### config.mk
export PLATFORM = sky130hd
export DESIGN_NAME = mult_share_arb_flat
export DESIGN_NICKNAME = d
export VERILOG_FILES = /design/src/rtl/dsp_pkg.sv /design/src/rtl/mult_share_arb_if.sv /design/src/rtl/rr_arbiter.sv /design/src/rtl/mult_share_arb.sv /design/src/flat_wrapper.sv
export SDC_FILE = /design/constraint.sdc
export NUM_CORES = 1
export LEC_CHECK = 0
export ABC_CLOCK_PERIOD_IN_PS = 14300
export CAP_MARGIN = 25
export CORE_ASPECT_RATIO = 1.75
export CORE_MARGIN = 3
export CORE_UTILIZATION = 42
export CTS_CLUSTER_SIZE = 25
export DETAILED_ROUTE_END_ITERATION = 10
export DONT_BUFFER_PORTS = 1
export PLACE_DENSITY_LB_ADDON = 0.2
export SETUP_SLACK_MARGIN = 0.2
export SYNTH_ARGS = -nofsm -noshare
export SYNTH_HDL_FRONTEND = slang
export SYNTH_SLANG_ARGS = --single-unit
### constraint.sdc
create_clock -name clk_i -period 14.3 [get_ports clk_i]
set_input_delay 3.575 -clock clk_i [delete_from_list [all_inputs] [get_ports clk_i]]
set_output_delay 3.575 -clock clk_i [all_outputs]
set_load 0.02 [all_outputs]
### src/rtl/dsp_pkg.sv
// Shared DSP-chain definitions for the multiplier-sharing block:
// widths, requester identities and an index-width helper.
package dsp_pkg;

    localparam int MULT_WIDTH = 16;
    localparam int N_MULT_REQ = 3;

    typedef enum {
        REQ_LFO = 0,
        REQ_MIX = 1,
        REQ_DLY = 2
    } mult_req_e;

    typedef logic signed [2*MULT_WIDTH-1:0] prod_t;

    // a single requester still needs a one-bit tag
    function automatic int idx_width(input int n);
        return (n > 1) ? $clog2(n) : 1;
    endfunction

endpackage

### src/rtl/mult_share_arb_if.sv
// Requester-facing bus of the shared multiplier: requests and
// operands in, grants and tagged products out.
interface mult_share_arb_if
    import dsp_pkg::*;
#(
    parameter int N_REQ = N_MULT_REQ,
    parameter int WIDTH = MULT_WIDTH
);

    logic [N_REQ-1:0]             req_i;
    logic [N_REQ-1:0][WIDTH-1:0]  opA_i;
    logic [N_REQ-1:0][WIDTH-1:0]  opB_i;
    logic [N_REQ-1:0]             gnt_o;
    logic signed [2*WIDTH-1:0]    result_o;
    logic [N_REQ-1:0]             resultValid_o;
    logic                         busy_o;

    modport master (
        output req_i,
        output opA_i,
        output opB_i,
        input  gnt_o,
        input  result_o,
        input  resultValid_o,
        input  busy_o
    );

    modport slave (
        input  req_i,
        input  opA_i,
        input  opB_i,
        output gnt_o,
        output result_o,
        output resultValid_o,
        output busy_o
    );

endinterface

### src/rtl/rr_arbiter.sv
// Round-robin winner select with a registered last pointer; the
// registered grant masks its owner for one cycle.
module rr_arbiter
    import dsp_pkg::*;
#(
    parameter int N_REQ = N_MULT_REQ,
    parameter int TW    = idx_width(N_REQ)
) (
    input  logic             clk_i,
    input  logic             reset_i,
    input  logic [N_REQ-1:0] req_i,
    output logic [N_REQ-1:0] gnt_o,
    output logic             win_vld_o,
    output logic [TW-1:0]    win_o
);

    logic [TW-1:0]    last_q;
    logic [TW-1:0]    last_d;
    logic [N_REQ-1:0] gnt_q;
    logic [N_REQ-1:0] gnt_d;
    logic [N_REQ-1:0] req_m;
    logic             win_vld;
    logic [TW-1:0]    win;
    logic [TW-1:0]    idx;

    // a level still high in its own grant cycle is the old request
    assign req_m = req_i & ~gnt_q;

    always_comb begin
        win_vld = 1'b0;
        win     = last_q;
        idx     = last_q;
        for (int i = 1; i <= N_REQ; i++) begin
            idx = TW'((int'(last_q) + i) % N_REQ);
            if (!win_vld && req_m[idx]) begin
                win_vld = 1'b1;
                win     = idx;
            end
        end
    end

    always_comb begin
        last_d = last_q;
        gnt_d  = '0;
        if (win_vld) begin
            last_d = win;
            gnt_d  = N_REQ'(1) << win;
        end
    end

    always_ff @(posedge clk_i or posedge reset_i) begin
        if (reset_i) begin
            last_q <= TW'(N_REQ - 1);
            gnt_q  <= '0;
        end else begin
            last_q <= last_d;
            gnt_q  <= gnt_d;
        end
    end

    assign gnt_o     = gnt_q;
    assign win_vld_o = win_vld;
    assign win_o     = win;

endmodule

### src/rtl/mult_share_arb.sv
// Shares one signed WIDTHxWIDTH multiplier between N_REQ requesters:
// round-robin grant, operand capture, two-stage product pipeline.
module mult_share_arb
    import dsp_pkg::*;
#(
    parameter int N_REQ = N_MULT_REQ,
    parameter int WIDTH = MULT_WIDTH
) (
    input  logic         clk_i,
    input  logic         reset_i,
    mult_share_arb_if.slave bus
);

    localparam int TW = idx_width(N_REQ);
    localparam int PW = 2 * WIDTH;

    logic             win_vld;
    logic [TW-1:0]    win;
    logic [N_REQ-1:0] gnt;

    logic             valid1_q;
    logic             valid1_d;
    logic [TW-1:0]    tag1_q;
    logic [TW-1:0]    tag1_d;
    logic [WIDTH-1:0] opa1_q;
    logic [WIDTH-1:0] opa1_d;
    logic [WIDTH-1:0] opb1_q;
    logic [WIDTH-1:0] opb1_d;

    logic             valid2_q;
    logic             valid2_d;
    logic [TW-1:0]    tag2_q;
    logic [TW-1:0]    tag2_d;
    logic [PW-1:0]    prod2_q;
    logic [PW-1:0]    prod2_d;

    logic [PW-1:0]    opa_ext;
    logic [PW-1:0]    opb_ext;
    logic [PW-1:0]    mul;

    rr_arbiter #(
        .N_REQ (N_REQ),
        .TW    (TW)
    ) u_arb (
        .clk_i     (clk_i),
        .reset_i   (reset_i),
        .req_i     (bus.req_i),
        .gnt_o     (gnt),
        .win_vld_o (win_vld),
        .win_o     (win)
    );

    // sign-extend so the low PW bits are the exact signed product
    assign opa_ext = {{WIDTH{opa1_q[WIDTH-1]}}, opa1_q};
    assign opb_ext = {{WIDTH{opb1_q[WIDTH-1]}}, opb1_q};
    assign mul     = opa_ext * opb_ext;

    always_comb begin
        valid1_d = win_vld;
        tag1_d   = tag1_q;
        opa1_d   = opa1_q;
        opb1_d   = opb1_q;
        if (win_vld) begin
            tag1_d = win;
            opa1_d = bus.opA_i[win];
            opb1_d = bus.opB_i[win];
        end
    end

    always_comb begin
        valid2_d = valid1_q;
        tag2_d   = valid1_q ? tag1_q : tag2_q;
        prod2_d  = valid1_q ? mul : prod2_q;
    end

    always_ff @(posedge clk_i or posedge reset_i) begin
        if (reset_i) begin
            valid1_q <= 1'b0;
            tag1_q   <= '0;
            opa1_q   <= '0;
            opb1_q   <= '0;
        end else begin
            valid1_q <= valid1_d;
            tag1_q   <= tag1_d;
            opa1_q   <= opa1_d;
            opb1_q   <= opb1_d;
        end
    end

    always_ff @(posedge clk_i or posedge reset_i) begin
        if (reset_i) begin
            valid2_q <= 1'b0;
            tag2_q   <= '0;
            prod2_q  <= '0;
        end else begin
            valid2_q <= valid2_d;
            tag2_q   <= tag2_d;
            prod2_q  <= prod2_d;
        end
    end

    assign bus.gnt_o         = gnt;
    assign bus.result_o      = prod2_q;
    assign bus.resultValid_o = valid2_q ? (N_REQ'(1) << tag2_q) : '0;
    assign bus.busy_o        = valid1_q | valid2_q;

endmodule
### src/flat_wrapper.sv
// flat-port wrapper written by rule: the top's interface ports become plain ports
module mult_share_arb_flat import dsp_pkg::*;
#(
    parameter int N_REQ = N_MULT_REQ,
    parameter int WIDTH = MULT_WIDTH
)
  (clk_i, reset_i, bus_req_i, bus_opA_i, bus_opB_i, bus_gnt_o, bus_result_o, bus_resultValid_o, bus_busy_o);
  mult_share_arb_if #(.N_REQ(N_REQ), .WIDTH(WIDTH)) bus_i ();
  input  logic clk_i;
  input  logic reset_i;
  input wire logic [$bits(bus_i.req_i)-1:0] bus_req_i;
  input wire logic [$bits(bus_i.opA_i)-1:0] bus_opA_i;
  input wire logic [$bits(bus_i.opB_i)-1:0] bus_opB_i;
  output wire logic [$bits(bus_i.gnt_o)-1:0] bus_gnt_o;
  output wire logic [$bits(bus_i.result_o)-1:0] bus_result_o;
  output wire logic [$bits(bus_i.resultValid_o)-1:0] bus_resultValid_o;
  output wire logic [$bits(bus_i.busy_o)-1:0] bus_busy_o;
  assign bus_i.req_i = bus_req_i;
  assign bus_i.opA_i = bus_opA_i;
  assign bus_i.opB_i = bus_opB_i;
  assign bus_gnt_o = bus_i.gnt_o;
  assign bus_result_o = bus_i.result_o;
  assign bus_resultValid_o = bus_i.resultValid_o;
  assign bus_busy_o = bus_i.busy_o;
  mult_share_arb #(.N_REQ(N_REQ), .WIDTH(WIDTH)) u_core (.clk_i(clk_i), .reset_i(reset_i), .bus(bus_i));
endmodule
==> Word level (Yosys, flattened, before mapping) <==
Index checks and enable logic that the tools add are counted.
{ "totals": {"ff_bits": 75, "in_bits": 101, "output_inout_bits": 39, "elab_cells": 47} }
{ "classes": {"n_addsub": 3, "mul": 1, "div_mod_pow": 3, "n_lt_le_gt_ge": 4, "shift": 2, "mux": 18, "n_bitwise": 3, "reduce_logical": 4} }
{ "op_table": {"columns": ["op", "count"], "rows": [
  ["remainder unit 32 x 3 -> 32 bit, second input constant", 3],
  ["binary-select mux 16 bit (select 2 bit)", 2],
  ["multiplier 16 x 16 -> 32 bit", 1],
  ["two-way mux 16 bit", 2],
  ["< comparator 2 x 3 -> 1 bit, second input constant", 4],
  ["adder 2 x 2 -> 3 bit, second input constant", 2],
  ["binary-select mux 1 bit (select 2 bit)", 3],
  ["two-way mux 1 bit", 6],
  ["two-way mux 2 bit", 3],
  ["two-way mux 3 bit", 2],
  ["left shift 1 x 2 -> 3 bit, first input constant", 2],
  ["adder 2 x 1 -> 3 bit, second input constant", 1],
  ["AND 3 bit", 1],
  ["NOT 3 bit", 1],
  ["logical AND 1 bit", 2],
  ["zero test 1 bit", 2],
  ["OR 1 bit", 1]
]} }

==> Logic depth before layout (Yosys ltp) <==
Gate-level depths: netlist (run 1).
{ "depth": {"ltp_word": 13, "depth_mapped": 24, "mapped_depth_nobuf": 22} }

==> By module <==
From an unflattened synthesis (run 1), not the netlist that was laid out.
{ "unflattened": {"cells_unflattened": 1494, "hier_area_um2": 13680.6} }
{ "modules_own_cells": {"columns": ["module", "n_inst", "cells_per_inst", "area_per_inst_um2", "seq_area_each_um2"], "rows": [
  ["mult_share_arb", 1, 1437, 13195.2, 1751.7],
  ["rr_arbiter", 1, 57, 485.5, 126.4]
]} }

==> Worst setup path after synthesis (run 1) <==
No wires, ideal clock.
{ "synth_path": {"kind": "register to register", "startpoint": "reg u_core.opb1_q[1]", "endpoint": "reg u_core.prod2_q[30] (netlist: u_core.bus.result_o[30])", "setup_ps": 132, "t_arrival_ps": 6056, "required_time_ps": 14168, "slack_ps": 8112, "path_stages_with_launch": 22, "n_path_buf": 1, "period_less_slack_ps": 6188, "cell_sequence": "dfrtp_1 clkbuf_1 nand2_1 inv_1 fa_1 inv_1 fa_1 inv_1 fa_1 fa_1 fa_1 inv_1 fa_1 inv_1 ha_1 a21o_1 a21o_1 a21oi_1 o21ai_1 a31oi_1 mux2i_1 nand4_1"} }
{ "synth_between": {"elab_chain_len": 1} }
{ "synth_lines": {"columns": ["item", "line", "source"], "rows": [
  ["from (decl)", "mult_share_arb.sv:27", "logic [WIDTH-1:0] opb1_q;"],
  ["from (signal assigned)", "mult_share_arb.sv:86", "opb1_q <= opb1_d;"],
  ["multiplier 16 x 16 -> 32 bit", "mult_share_arb.sv:56", "assign mul = opa_ext * opb_ext;"],
  ["to (signal assigned)", "mult_share_arb.sv:98", "prod2_q <= prod2_d;"],
  ["to (decl)", "mult_share_arb.sv:34", "logic [PW-1:0] prod2_q;"]
]} }
No other way between the ends.
A chain may end at the register's enable or synchronous reset.

==> Worst setup path in the final report (run 1) <==
{ "layout_path": {"startpoint": "reg u_core.opb1_q[7]", "endpoint": "reg u_core.prod2_q[31] (netlist: u_core.bus.result_o[31])"} }
Same word-level chain as after synthesis.

==> impl_metrics.yaml, run 1 <==
synthesis:
  synth-simple-area-share_pct: 14.9
  synth-warning-count: 0
  synthAdderAreaFrac_pct: 45.1
  synth_mux_area_share_pct: 3.15
  synthTopCellsByArea: "fa_1 (38%), dfrtp_1 (13%), inv_1 (10%), ha_1 (7.5%), and2_1 (5.8%)"
  synth.avg_cell_area_um2: 9.19
  synth_xor_area_share_pct: 1.32
  synth_edf_count: 0
  synth_top_family_by_area: "adder cells"
  yosys_register_bits: 74
  ys_types: 71
  synth-compound-area-share_pct: 10.1
  synth_nets: 1968
  async_flop_share_pct: 100
  netlist_instances: 1521
  seq_area_frac_synth_pct: 13.3
  yosys.area.top_type: "fa_1"
  synth_top_area_share_pct: 37.5
  ys.flop_type: "dfrtp_1"
  synth_area_mm2: 0.0140
run_status:
  outcome: "finished clean"
grt:
  grt_util_all_layers_pct: 21.5
  grt_max_degree: 61
  grt_pass1_wl_um: 58700
  first_global_vias: 11000
  grt_remaining_overflow: 0
  grt_antenna_before_repair: 0
layout:
  syn_to_final_growth_pct: 4.31
  nNetsFinal: 1919
  fin_util_pct: 44.8
  finalInstanceArea_mm2: 0.0146
  n_antenna_cell: 0
  drive_gt1_share_pct: 4.06
sta:
  slew_violations: 0
  fin_skew_ns: 0.0130
  worstMarginPinSlew_ns: 0.965
  timing.fmax_mhz: 143
  hold_viol_final: 0
  fin_setup_tns_ns: 0
  slew_headroom_pct: 35.7
  fin_crit_ns: 6.97
  setup_viol: 0
  finalCritPeriodShare_pct: 48.8
  rsz0062_at_grt: "no"
placement:
  place.gp.congestion: 0.905
  hpwlAfterDp_um: 29300
  io_buffers: 0
  dpl_cell_area_mm2: 0.0142
detailed_routing:
  first_pass_iters: 5
  routedWlPerCell_um: 19.0
  drc_errors: 0
  via_per_inst: 5.23
  dr.first_iter.drc_count: 399
  vias: 9810
  totalWireLength_um: 35600
  postRouteAntennaNets: 0
cts:
  hold_buffers: 0
  cts.sink_count: 74
  cts_tree: "done"
  cts_root_buf: "clkbuf_16"
  postCtsSetupBuffers: 0
  cts_buffers: 9
  clk_pin_slew_ns: 0.07
  clkLatencyLatePin_ns: 0.38
  post_cts_resized: 0
  cts-htree-levels: 3
  cts_buffer_depth: 2
worst_setup_path:
  crit_fanout: 17
  path_class: "reg2reg"
  cp-end-kind: "flop"
  cp.arrival_ns: 7.23
  start_kind: "flop"
  critPathRequiredTime_ns: 14.56
  timing.rr.start: "u_core.opb1_q[7]"
  crit_start: "u_core.opb1_q[7]"
min_path:
  hold_path.class: "reg2reg"
  hold_start: "u_core.tag1_q[1]"
floorplan:
  row_count: 87
  initial_utilization_pct: 42.9
  core_mm2: 0.0325
  dieArea_mm2: 0.0356
  die-height_um: 247
  chipWidth_um: 144
  io_pins: 140
job:
  cap_violations: 0
[cell type report]
type                    instances  area (µm²)
clock buffers                   9         225
flip-flops and latches         74        1850
clock inverters                 7        83.8
repair buffers                  6        70.1
well taps                     400         500
fillers                      3152       18000
multi-input cells            1005       10400
inverters                     376        1410
[cell families (layout without fill, tap and decap cells)]
kind of cell	count (synthesis)	count (layout)
buf+inv	442	398
flops	74	74
compound gates	194	194
xor+xnor	21	21
mux	42	42
fa+ha+maj	347	347
simple gates	401	401
[path summary, 6_finish.rpt]
| check | depth (start not counted) | to | slack, ns |
|---|---|---|---|
| min in group asynchronous | 2 | u_core.bus.result_o[29] | 3.19 |
| worst min register to register | 1 | u_core.tag1_q[1] | 0.51 |
| worst max register to register | 20 | u_core.bus.result_o[31] | 7.33 |
| worst max-delay path | 20 | u_core.bus.result_o[31] | 7.33 |
| worst min-delay path | 1 | u_core.tag1_q[1] | 0.51 |
| max in group asynchronous | 3 | u_core.u_arb.last_q[1] | 10.43 |
[worst max-delay path: stages (launching register included)]
cell and delay (ns):
dfrtp_1 0.84, nand2_1 0.22, inv_1 0.17, fa_1 0.61
fa_1 0.66, fa_1 0.60, inv_1 0.06, fa_1 0.53
inv_1 0.05, fa_1 0.52, inv_1 0.06, fa_1 0.56
inv_1 0.06, ha_1 0.40, a21oi_1 0.34, inv_1 0.07
a21oi_1 0.14, o21ai_0 0.13, nor4b_1 0.56, or3_1 0.20
nand3_1 0.06
[per-layer routing]
metal	global-route usage, %	wire (µm)
met4	9.17	1540
met5	0	0
met1	25.1	13700
met2	39.0	19100
met3	2.77	1230
[cells in the mapped netlist (all sizes together) (3+ instances only)]
cell      n
a21boi    4
nand4     7
buf      15
o21bai    5
o211ai    5
o21ai    27
o31ai     5
a211o     4
xor2      3
nand3b    6
o221ai   23
mux2i    26
a22o      3
fa      262
nand2b   11
nor4      3
or2       3
mux2     16
xnor2    18
nor2     45
a21oi    34
dfrtp    73
o21a     30
inv     375
o22ai     4
a221oi   10
nor3     10
nor2b    14
or3       3
nor3b     3
nand3    19
a211oi   11
and2    130
ha       84
clkbuf   51
a21o     11
o311ai    4
nand2   137
[per-stage QoR]
stage	hold slack, ns	std cells	setup slack (ns)
floorplan	0.352	1521	8.11
global placement	0.488	1859	7.37
detailed placement	0.486	1860	7.38
CTS	0.502	1876	7.34
global route	0.522	1877	6.91
finish	0.506	1877	7.33
[state kept, by name, indices dropped and copies added, names as in the netlist]
register,flops
u_core.tag2_q,2
u_core.bus.result_o,32
u_core.opa1_q,16
u_core.u_arb.last_q,2
u_core.u_arb.gnt_o,3
u_core.tag1_q,1
u_core.opb1_q,16
u_core.valid2_q,1
u_core.valid1_q,1
[cells in the final DEF (no fill, tap or decap), types with 21 or more instances in the layout]
cell type  instances
inv_1            372
o21a_1            30
mux2i_1           26
fa_1             262
and2_1           130
ha_1              84
nand2_1          137
dfrtp_1           72
o221ai_1          23
o21ai_0           21
nor2_1            44
a21oi_1           31
Power of run 1 is left out: the tool's default activity adds up to more than one toggle a clock period on the data nets, which glitch-free logic cannot reach.
==> run 2: changes to the inputs <==
--- a/config.mk
+++ b/config.mk
@@ -5,7 +5,7 @@
 export SDC_FILE = /design/constraint.sdc
 export NUM_CORES = 1
 export LEC_CHECK = 0
-export ABC_CLOCK_PERIOD_IN_PS = 14300
+export ABC_CLOCK_PERIOD_IN_PS = 6950
 export CAP_MARGIN = 25
 export CORE_ASPECT_RATIO = 1.75
 export CORE_MARGIN = 3
==> constraint.sdc (replaced) <==
create_clock -name clk_i -period 6.95 [get_ports clk_i]
set_input_delay 1.7375 -clock clk_i [delete_from_list [all_inputs] [get_ports clk_i]]
set_output_delay 1.7375 -clock clk_i [all_outputs]
set_load 0.02 [all_outputs]
==> run 2 against run 1 <==
Global-route usage increased by 0.48 points. Clock-buffer cell count stayed put. Clock skew is 0.0021 ns higher. Critical path depth unchanged. Sequential cell count unchanged. Die area did not move. Via count rose by 1.7%. Non-clock buffer count increased by 27. Register-to-register slack got worse by 6.8 ns. Setup slack worse by 6.8 ns. Utilization is 0.81 points higher. Hold slack gained 0.0076 ns. Largest cell class unchanged.
==> impl_metrics.yaml, run 2 (same netlist as run 1, synthesis figures left out) <==
grt:
  grt_antenna_before_repair: 0
  grt_max_degree: 55
  grt_pass1_wl_um: 60400
  grt_util_all_layers_pct: 22.0
  first_global_vias: 11300
  grt_remaining_overflow: 0
sta:
  setup_viol: 0
  fin_crit_ns: 6.47
  hold_viol_final: 0
  slew_violations: 0
  fin_skew_ns: 0.0151
  finalCritPeriodShare_pct: 93.1
  rsz0062_at_grt: "no"
  worstMarginPinSlew_ns: 0.972
  slew_headroom_pct: 35.2
  timing.fmax_mhz: 155
  fin_setup_tns_ns: 0
worst_setup_path:
  crit_fanout: 8
  start_kind: "flop"
  crit_chain: "and2_1 > fa_1 > inv_1 > fa_2 > clkinvlp_4 > buf_4 > fa_1 > fa_1 > fa_1 > inv_1 > fa_1 > inv_1 > ha_1 > a21o_1 > a21o_1 > a21oi_2 > o21ai_1 > a31oi_2 > mux2i_1 > nand4_1"
  cp.arrival_ns: 6.72
  max_stage_delay_ns: 0.67
  cpMaxStageDelayCell: "fa_2"
  crit_top_cell: "fa_1"
  critPathRequiredTime_ns: 7.20
  cp-end-kind: "flop"
  path_class: "reg2reg"
layout:
  n_antenna_cell: 0
  syn_to_final_growth_pct: 6.20
  drive_gt1_share_pct: 6.58
  layout_common_cells: "inv_1 (370), fa_1 (260), nand2_1 (137)"
  nNetsFinal: 1946
  layout_commonest_cell: "inv_1"
  finalInstanceArea_mm2: 0.0148
  largest_register_ffs: 32
floorplan:
  die-height_um: 247
  dieArea_mm2: 0.0356
  initial_utilization_pct: 42.9
  row_count: 87
  io_pins: 140
  core_mm2: 0.0325
  chipWidth_um: 144
detailed_routing:
  first_pass_iters: 4
  via_per_inst: 5.24
  vias: 9981
  routedWlPerCell_um: 19.2
  dr.first_iter.drc_count: 410
  totalWireLength_um: 36500
  drc_errors: 0
  postRouteAntennaNets: 0
cts:
  cts_buffer_depth: 2
  cts_tree: "done"
  cts.sink_count: 74
  cts-htree-levels: 3
  clkLatencyLatePin_ns: 0.38
  cts_buffers: 9
  clk_pin_slew_ns: 0.07
  cts_root_buf: "clkbuf_16"
run_status:
  outcome: "finished clean"
placement:
  io_buffers: 0
  hpwlAfterDp_um: 30700
  dpl_cell_area_mm2: 0.0144
  place.gp.congestion: 0.873
min_path:
  hold_path.class: "reg2reg"
job:
  cap_violations: 0
[run 2: area by class of cell]
type                            count  area [µm²]
Multi-Input combinational cell   1005       10500
Clock inverter                      7        82.6
Sequential cell                    74        1860
Tap cell                          400         500
Clock buffer                        9         225
Fill cell                        3178       17700
Timing Repair Buffer               33         288
Inverter                          376        1420
[run 2: worst paths after layout]
check / depth (start not counted) / startpoint / slack, ns / to
setup / recovery: 20 / u_core.opb1_q[3] / 0.48 / u_core.bus.result_o[30]
hold / removal: 1 / u_core.tag1_q[1] / 0.51 / u_core.tag1_q[1]
setup reg to reg: 20 / u_core.opb1_q[3] / 0.48 / u_core.bus.result_o[30]
hold reg to reg: 1 / u_core.tag1_q[1] / 0.51 / u_core.tag1_q[1]
max in group asynchronous: 3 / reset_i / 4.94 / u_core.u_arb.last_q[1]
min in group asynchronous: 2 / reset_i / 1.34 / u_core.bus.result_o[30]
[run 2: critical path: cells and delay by family, from the launching register on]
kind            cells  cell delay (ns)
fa+ha+maj           7             3.55
flops               1             0.50
mux                 1             0.21
buf+inv             5             0.66
simple gates        2             0.32
compound gates      5             1.11
[run 2: repair_timing]
item | CTS | global route
endpoints found under the setup margin | 2 | 4
pin swaps | 0 | 1
resized for setup | 3 | 10
gates cloned | 0 | 0
buffers inserted | 2 | 3
hold buffers | 0 | 0
[run 2: layer usage]
metal	wire (µm)	up-vias	GRT usage, %
met3	1110	76	2.26
met2	20100	222	40.9
met4	1670	0	9.95
met1	13600	5044	24.7
met5	0	-	0
li1	-	4639	-
[run 2: stage by stage]
step | hold slack, ns | utilization [%] | worst slack, ns | instances
after global placement | 0.494 | 44.2 | 0.175 | 1881
after global routing | 0.528 | 45.6 | 0.205 | 1904
final | 0.514 | 45.6 | 0.482 | 1904
after CTS | 0.516 | 45.3 | 0.272 | 1900
after detailed placement | 0.501 | 44.3 | 0.0945 | 1882
after floorplan | 0.352 | - | 0.762 | 1521
Power of run 2 is left out for the same reason.
==> run 3: changes to the inputs <==
--- a/config.mk
+++ b/config.mk
@@ -10,9 +10,11 @@
 export CORE_ASPECT_RATIO = 1.75
 export CORE_MARGIN = 3
 export CORE_UTILIZATION = 42
+export CTS_CLUSTER_DIAMETER = 80
 export CTS_CLUSTER_SIZE = 25
 export DETAILED_ROUTE_END_ITERATION = 10
 export DONT_BUFFER_PORTS = 1
+export GPL_TIMING_DRIVEN = 1
 export PLACE_DENSITY_LB_ADDON = 0.2
 export SETUP_SLACK_MARGIN = 0.2
 export SYNTH_ARGS = -nofsm -noshare
==> results of run 3 <==
No change in the layout: final DEF, timing and power equal those of run 2.
Power of run 3 is left out for the same reason.
==> RTL change, RTL diff (flow settings as in run 3) <==
`N_MULT_REQ`: 3 -> 6.
--- a/src/rtl/dsp_pkg.sv
+++ b/src/rtl/dsp_pkg.sv
@@ -3,7 +3,7 @@
 package dsp_pkg;
 
     localparam int MULT_WIDTH = 16;
-    localparam int N_MULT_REQ = 3;
+    localparam int N_MULT_REQ = 6;
 
     typedef enum {
         REQ_LFO = 0,
Ports: changed (5 resized); port bits go from 140 to 245. No check against the original RTL was run, so the function may have changed too.
==> RTL change against run 3 <==
  * Sequential cell count increased by 6
  * Synthesized area up 13%
  * Global-route usage up 3.8 points
  * Synthesized cell count increased by 16%
  * Routed wire length is 39% higher
  * Design area up 15%
  * Non-clock buffer count up 51
  * Critical path depth is 3 higher
  * Setup slack worse by 50 ps
  * Maximum frequency down 0.76%
Power is left out: the tool's default activity adds up to more than one toggle a clock period on the data nets, which glitch-free logic cannot reach.
==> RTL change: results (changes against run 3) <==
final hold violations: 0 (unchanged)
drt initial violations: 752 (+83%)
Max Root-Sink Buffers: 2 (unchanged)
hold depth: 2 (+1)
share of cells above drive strength 1: 12.6% (+6.1 points)
clock buffer count from CTS: 9 (unchanged)
Worst path slowest cell: fa_1
top post-synthesis cells by area: fa_1, dfrtp_1, inv_1
largest net degree at the start of global routing: 69 (+25%)
I/O Buffers: 0 (unchanged)
RR Endpoint: u_core.bus.result_o[28]
Tot GR Track Use: 25.7% (+3.8 points)
root buf cell: clkbuf_16
flop2flop setup slack: 430 ps (-50 ps)
DRC: 0 (unchanged)
Seq/Total Area, Yosys: 12.7% (-0.57 points)
Synth top cells by count: inv_1, fa_1, nand2_1, and2_1, ha_1
Slew HR: 42.6% (+7.4 points)
NumNets Final: 2,313 (+19%)
gpl congestion: 0.945 (+8.3%)
kind of cell adding the most delay to the critical path: adder cells
top_reg_cell synth: dfrtp_1
TritonRoute pass-1 iters: 5 (+1)
R2R depth: 23 (+15%)
htree depth: 3 (unchanged)
maximum fanout along the worst path: 7 (-1)
Vias/cell: 5.62 (+7.3%)
clock latency on the worst-skew pair: 390 ps
initial antenna violation count: 3 (+3)
Worst Hold Path EP: u_core.tag1_q[0]
post-DP HPWL: 42,000 µm (+37%)
Yosys warning count: 0 (unchanged)
vias in the first global route: 13,900 (+23%)
number of synthesized flops with an enable pin: 0 (unchanged)
global-route wire length before repair: 80,300 µm (+33%)
skew final: 13.7 ps (-1.44 ps)
Crit path arrival time: 6800 ps (+80 ps)
final wirelength: 50,600 µm (+39%)
Yosys cell types: 80 (+13%)
Max stage delay on crit path: 600 ps (-70 ps)
async set-or-reset flop fraction in the synthesized netlist: 100% (unchanged)
RR Startpoint: u_core.opa1_q[5]
status: complete, no violations
Slew Viols, Final: 0 (unchanged)
max reg flops: 32 (unchanged)
Hold Path Class: flop to flop
hold path startpoint: u_core.tag1_q[0]
Clock transition at path regs: 80 ps
-- RTL change: per-layer routing --
layer | vias up | GRT usage (%) | routed length (µm)
li1 | 5639 | - | -
met1 | 6384 | 28.2 | 17300
met2 | 476 | 47.8 | 27600
met3 | 116 | 3.82 | 2730
met4 | 0 | 12.9 | 2990
met5 | - | 0 | 0
-- RTL change: metrics by stage --
stage	setup slack [ps]	utilization, %	instance area [µm²]	cells	hold WS (ps)
after floorplan	390	-	15800	1762	352
after global placement	158	44.7	16500	2210	492
after detailed placement	120	44.7	16500	2210	490
after CTS	166	45.5	16800	2226	507
after global routing	186	46.0	17000	2240	527
final	433	46.1	17000	2243	502
-- RTL change: worst max path at each step --
stage / start / end / slack (ps) / cells after the start
floorplan: u_core.opb1_q[9] / u_core.bus.result_o[29] / 390 / 25
global placement: u_core.opa1_q[7] / u_core.bus.result_o[29] / 160 / 24
detailed placement: u_core.opa1_q[7] / u_core.bus.result_o[29] / 120 / 24
CTS: u_core.opb1_q[4] / u_core.bus.result_o[29] / 170 / 22
global route: u_core.opa1_q[5] / u_core.bus.result_o[28] / 190 / 23
finish: u_core.opa1_q[5] / u_core.bus.result_o[28] / 430 / 23
-- RTL change: cells by family after synthesis --
family                   after synthesis  synth area share (%)
AND/OR/NAND/NOR                      511                  16.3
buffers and inverters                446                  11.0
adder cells (fa/ha/maj)              354                  40.5
AO/OA/AOI/OAI                        265                  12.4
flip-flops                            80                  12.7
multiplexers                          66                  4.90
XOR/XNOR                              40                  2.27
-- RTL change: area by class of cell --
cell class	count	area (µm²)
Sequential cell	80	2030
Fill cell	3639	20000
Antenna cell	4	10.0
Clock inverter	7	62.6
Clock buffer	9	225
Inverter	348	1320
Multi-Input combinational cell	1236	12100
Tap cell	475	594
Timing Repair Buffer	84	681
-- RTL change: timing repair --
item                       4_1_cts  5_1_grt
hold endpoints to repair         0        0
hold buffers                     0        0
pin swaps                        0        7
setup endpoints to repair        4        6
gates resized for setup          4       33
setup buffers                    0       13
-- RTL change: worst min-delay path: cells and delay by family (launching register included) --
| kind | cells | cell delay (ps) |
|---|---|---|
| DFF | 1 | 360 |
| and+or+nand+nor | 2 | 110 |
